$ cat src/rtl/vec_lane_seq.sv
// Vector lane sequencer: issues 16 half-precision lanes to a combinational ALU one per cycle and assembles the result.
// Optional per-lane masking is compiled in with VSEQ_LANE_MASK_EN.
module vec_lane_seq #(
  parameter int LANES  = 16,
  parameter int LANE_W = 16
) (
  input  logic                      clk_i,
  input  logic                      rst_i,
  input  logic                      start_i,
  input  logic [3:0]                opcode_i,
  input  logic [LANES*LANE_W-1:0]   vec_a_i,
  input  logic [LANES*LANE_W-1:0]   vec_b_i,
`ifdef VSEQ_LANE_MASK_EN
  input  logic [LANES-1:0]          lane_mask_i,
`endif
  output logic [LANE_W-1:0]         lane_op_1_o,
  output logic [LANE_W-1:0]         lane_op_2_o,
  output logic [3:0]                lane_opcode_o,
  input  logic [LANE_W-1:0]         lane_result_i,
  output logic                      busy_o,
  output logic                      done_o,
  output logic [LANES*LANE_W-1:0]   result_o
);

  localparam int CW = $clog2(LANES);
  localparam logic [CW-1:0] LAST_LANE = CW'(LANES - 1);

  localparam logic [3:0] OP_VADD = 4'b0000;
  localparam logic [3:0] OP_VDOT = 4'b0001;
  localparam logic [3:0] OP_SMUL = 4'b0010;
  localparam logic [3:0] OP_NOP  = 4'b1111;

  typedef logic [LANES-1:0][LANE_W-1:0] vec_t;

  typedef enum logic [2:0] {
    S_IDLE,
    S_LANE,
    S_DOT_MUL,
    S_DOT_ADD,
    S_DONE
  } state_t;

  state_t              state_q, state_d;
  logic [CW-1:0]       cnt_q, cnt_d;
  vec_t                a_q, a_d;
  vec_t                b_q, b_d;
  vec_t                res_q, res_d;
  logic [3:0]          op_q, op_d;
  logic [LANE_W-1:0]   acc_q, acc_d;
  logic [LANE_W-1:0]   prod_q, prod_d;
  logic                lane_act;

`ifdef VSEQ_LANE_MASK_EN
  logic [LANES-1:0]    mask_q, mask_d;
  assign lane_act = mask_q[cnt_q];
`else
  assign lane_act = 1'b1;
`endif

  always_ff @(posedge clk_i) begin
    if (rst_i) begin
      state_q <= S_IDLE;
      cnt_q   <= '0;
      a_q     <= '0;
      b_q     <= '0;
      res_q   <= '0;
      op_q    <= OP_NOP;
      acc_q   <= '0;
      prod_q  <= '0;
`ifdef VSEQ_LANE_MASK_EN
      mask_q  <= '1;
`endif
    end else begin
      state_q <= state_d;
      cnt_q   <= cnt_d;
      a_q     <= a_d;
      b_q     <= b_d;
      res_q   <= res_d;
      op_q    <= op_d;
      acc_q   <= acc_d;
      prod_q  <= prod_d;
`ifdef VSEQ_LANE_MASK_EN
      mask_q  <= mask_d;
`endif
    end
  end

  always_comb begin
    state_d       = state_q;
    cnt_d         = cnt_q;
    a_d           = a_q;
    b_d           = b_q;
    res_d         = res_q;
    op_d          = op_q;
    acc_d         = acc_q;
    prod_d        = prod_q;
`ifdef VSEQ_LANE_MASK_EN
    mask_d        = mask_q;
`endif
    lane_op_1_o   = '0;
    lane_op_2_o   = '0;
    lane_opcode_o = OP_NOP;

    case (state_q)
      S_IDLE: begin
        if (start_i) begin
          a_d   = vec_t'(vec_a_i);
          b_d   = vec_t'(vec_b_i);
          op_d  = opcode_i;
          cnt_d = '0;
          res_d = '0;
`ifdef VSEQ_LANE_MASK_EN
          mask_d = lane_mask_i;
`endif
          case (opcode_i)
            OP_VADD, OP_SMUL: state_d = S_LANE;
            OP_VDOT: begin
              acc_d   = '0;
              state_d = S_DOT_MUL;
            end
            default: state_d = S_DONE;
          endcase
        end
      end

      S_LANE: begin
        lane_op_1_o = (op_q == OP_SMUL) ? a_q[0] : a_q[cnt_q];
        lane_op_2_o = b_q[cnt_q];
        // A masked lane passes operand a through unchanged instead of the ALU result.
        if (lane_act) begin
          lane_opcode_o = op_q;
          res_d[cnt_q]  = lane_result_i;
        end else begin
          res_d[cnt_q]  = a_q[cnt_q];
        end
        if (cnt_q == LAST_LANE) begin
          state_d = S_DONE;
        end else begin
          cnt_d = cnt_q + CW'(1);
        end
      end

      S_DOT_MUL: begin
        lane_op_1_o = a_q[cnt_q];
        lane_op_2_o = b_q[cnt_q];
        if (lane_act) begin
          lane_opcode_o = OP_VDOT;
          prod_d        = lane_result_i;
        end
        state_d = S_DOT_ADD;
      end

      S_DOT_ADD: begin
        lane_op_1_o = acc_q;
        lane_op_2_o = prod_q;
        if (lane_act) begin
          lane_opcode_o = OP_VADD;
          acc_d         = lane_result_i;
        end
        if (cnt_q == LAST_LANE) begin
          res_d    = '0;
          res_d[0] = acc_d;
          state_d  = S_DONE;
        end else begin
          cnt_d   = cnt_q + CW'(1);
          state_d = S_DOT_MUL;
        end
      end

      S_DONE: state_d = S_IDLE;

      default: state_d = S_IDLE;
    endcase
  end

  assign busy_o   = (state_q == S_LANE) || (state_q == S_DOT_MUL) || (state_q == S_DOT_ADD);
  assign done_o   = (state_q == S_DONE);
  assign result_o = res_q;

endmodule

$ cat config.mk
export PLATFORM = sky130hd
export DESIGN_NAME = vec_lane_seq
export DESIGN_NICKNAME = d
export VERILOG_FILES = /design/src/rtl/vec_lane_seq.sv
export SDC_FILE = /design/constraint.sdc
export NUM_CORES = 2
export LEC_CHECK = 0
export ABC_AREA = 1
export CAP_MARGIN = 20
export CORE_AREA = 4 4 317 319
export CTS_CLUSTER_DIAMETER = 60
export DETAILED_ROUTE_END_ITERATION = 12
export DIE_AREA = 0 0 321 323
export GPL_ROUTABILITY_DRIVEN = 0
export PLACE_DENSITY_LB_ADDON = 0.25
export SYNTH_ARGS = -nofsm -noshare
export SYNTH_HDL_FRONTEND = slang
export SYNTH_SLANG_ARGS = --single-unit
$ cat constraint.sdc
create_clock -name clk_i -period 2.7 [get_ports clk_i]
set_clock_uncertainty 0.15 [all_clocks]
set_input_delay 0.405 -clock clk_i [delete_from_list [all_inputs] [get_ports clk_i]]
set_output_delay 0.405 -clock clk_i [all_outputs]
set_load 0.02 [all_outputs]
==> flow_metrics.env <==
export IMPL_syn_area_um2=36900
export IMPL_antenna_found_initial=39
export IMPL_synth_cell_types=27
export IMPL_worstMarginPinSlew_ps=997
export IMPL_drtAntennaViolNets=0
export IMPL_mostFrequentLayoutCells="nand2_1 (1490), o21ai_0 (831), dfxtp_1 (809)"
export IMPL_vias_per_cell=5.29
export IMPL_peakVddDrop_v=0.000457
export IMPL_pwr_share_comb_pct=18.3
export IMPL_cpLargestDelayFamily="buffers and inverters"
export IMPL_clock_sinks=811
export IMPL_rows=115
export IMPL_nNetsFinal=6877
export IMPL_cp_num_buf_inv=4
export IMPL_fmax_mhz=333
export IMPL_status="complete, but fails checks"
export IMPL_internal_power_uw=23500
export IMPL_layout_setup_ws_ps=-304
export IMPL_min_period_ps=3000
export IMPL_synth_top_area_share_pct=44.0
export IMPL_crit_chain="buf_12 > buf_12 > buf_16 > nand2_1 > nand3_1 > nand2_1 > nand2_1 > nand2_1 > o21ai_1 > nand2_1 > buf_2"
export IMPL_dr_pass1_iters=6
export IMPL_cts_tree="yes"
export IMPL_seqPwrFrac_pct=40.1
export IMPL_min_path_type="primary input to flip-flop"
export IMPL_powerDensity_nw_per_um2=614
export IMPL_slew_viol_final=0
export IMPL_dp_hpwl_mm=115
export IMPL_io_pins=829
export IMPL_hold_viol=0
export IMPL_core_area_um2=97800
export IMPL_hold_ws_ps=195
export IMPL_p_leak_uw=0.0217
export IMPL_yosys_warnings=0
export IMPL_drt_iter0_markers=4014
export IMPL_htree_levels=3
export IMPL_synth_nets=6082
export IMPL_power_frac_clock_pct=41.6
export IMPL_io_buffers=828
export IMPL_grt_pass1_vias=37256
export IMPL_fin_crit_sh_pct=111
export IMPL_cp_depth=11
export IMPL_fin_area_um2=53700
export IMPL_numCtsBuffers=96
export IMPL_hold_path_depth=3
export IMPL_worstPathMaxFanout=11
export IMPL_grt_max_degree=184
export IMPL_grt_pass1_wl_mm=235
export IMPL_clockRootBuffer="clkbuf_16"
export IMPL_r2r_cells=14
export IMPL_worst_endpoint_arrival_ps=2450
export IMPL_end_kind="output port"
export IMPL_yosys_register_bits=811
export IMPL_swShare_pct=28.7
export IMPL_wl_mm=166
export IMPL_total_power_uw=33000
export IMPL_grt_ovfl_total=0
export IMPL_die_x_um=321
export IMPL_path_class="flip-flop to output port"
export IMPL_yosysSeqAreaShare_pct=44.0
export IMPL_final_setup_viol_count=32
export IMPL_cp_common_cell="nand2_1"
export IMPL_start_kind="flip-flop"
export IMPL_violations="setup timing"
export IMPL_synth_largest_area_cell="dfxtp_1"
export IMPL_rsz0062_at_grt="yes"
export IMPL_grt_use_total_pct=29.6
export IMPL_worstPathRequired_ps=2140
export IMPL_cts_buffer_depth=3
export IMPL_start_util_pct=37.7
export IMPL_drcViolationCount=0
export IMPL_synth_area_leaders="dfxtp_1 (44%), nand2_1 (17%), o21ai_0 (12%)"
export IMPL_dieArea_um2=104000
export IMPL_syn2layout_area_growth_pct=45.6
export IMPL_drv_cap=0
export IMPL_wl_per_cell_um=21.5
export IMPL_final_common_cell="nand2_1"
export IMPL_tns_ps=-7520
export IMPL_clock_latency_ps=670
export IMPL_drive_above_1_share_pct=13.2
export IMPL_p_sw_uw=9450
export IMPL_clkTransAtPathRegs_ps=60
export IMPL_syn_inst=5543
export IMPL_slowest_stage="dfxtp_4"
export IMPL_dpl_cell_area_um2=47200
export IMPL_die_h_um=323
export IMPL_slew_headroom_pct=33.6
export IMPL_avgSynthCellArea_um2=6.65
export IMPL_vias=40897
export IMPL_max_stage_delay_ps=460
[through the flow]
stage          instances  worst slack (ps)  utilization, %
2_1_floorplan       5543               550               -
3_5_place_dp        7438              -135            48.2
5_1_grt             7722              -428            54.8
3_3_place_gp        7438              -162            48.2
4_1_cts             7670              -463            53.2
6_report            7731              -304            54.8
[cells by family after synthesis]
family / synth area share, %
DFF: 44.0
xor gates and xnor gates: 0.0238
and+or+nand+nor: 22.1
buffers and inverters: 11.2
adders and majority gates: 0.136
AOI/OAI and AO/OA: 22.6
[final timing paths]
kind                    start              to  slack, ps
setup / recovery     cnt_q[0]  lane_op_1_o[0]       -300
hold / removal    vec_a_i[92]         a_q[92]        190
setup reg to reg     cnt_q[0]   result_o[129]         90
hold reg to reg     prod_q[5]       prod_q[5]        290
[layout make-up]
type | count | area [µm²]
repair inverters | 3 | 28.8
inverters | 580 | 2220
repair buffers | 1131 | 12200
well taps | 1287 | 1610
clock inverters | 36 | 548
fillers | 9130 | 44200
diodes | 31 | 77.6
clock buffers | 137 | 2780
flip-flops and latches | 811 | 16200
multi-input cells | 3715 | 18000
[registers in the layout, indices dropped and copies added (netlist names)]
name	flops
state_q	3
b_q	256
cnt_q	4
prod_q	16
op_q	4
result_o	256
a_q	256
acc_q	16
[worst register-to-register path, delay by kind of cell, from the launching register on]
| kind | cells | cell delay [ps] |
|---|---|---|
| flops | 1 | 460 |
| compound gates | 1 | 70 |
| fa+ha+maj | 1 | 180 |
| simple gates | 5 | 680 |
| buf+inv | 7 | 940 |
[cell usage after synthesis (all sizes together)]
cell type / instances
o21ai: 883
clkbuf: 234
ha: 4
a31oi: 1
o211ai: 2
a21oi: 773
clkinv: 3
nand2: 1712
nor2: 71
xor2: 1
dfxtp: 811
inv: 577
buf: 203
nand3: 268
[power by group through the flow]
stage,registers (µW),logic [µW],clock network (µW)
detailed placement,13500,5390,0
global route,13300,6530,14300
global placement,13400,5370,0
CTS,13200,5620,13800
finish,13200,6020,13700
floorplan,13500,3040,0
[timing repair]
item | in CTS | in global routing
gates cloned | 20 | 14
setup buffers | 38 | 28
endpoints found under the hold margin | 4 | 0
setup endpoints to repair | 80 | 155
resized for setup | 339 | 352
pin swaps | 86 | 189
hold buffers | 1 | 0
[per-layer routing]
layer | vias to the layer above | share of wire [%] | GRT usage [%]
met5 | - | 0.053 | 0
met3 | 424 | 9.7 | 8.32
met2 | 1873 | 45 | 47.5
met4 | 14 | 5.7 | 14.1
li1 | 19365 | - | -
met1 | 19221 | 39 | 36.8
(Power assumes the default switching activity.)
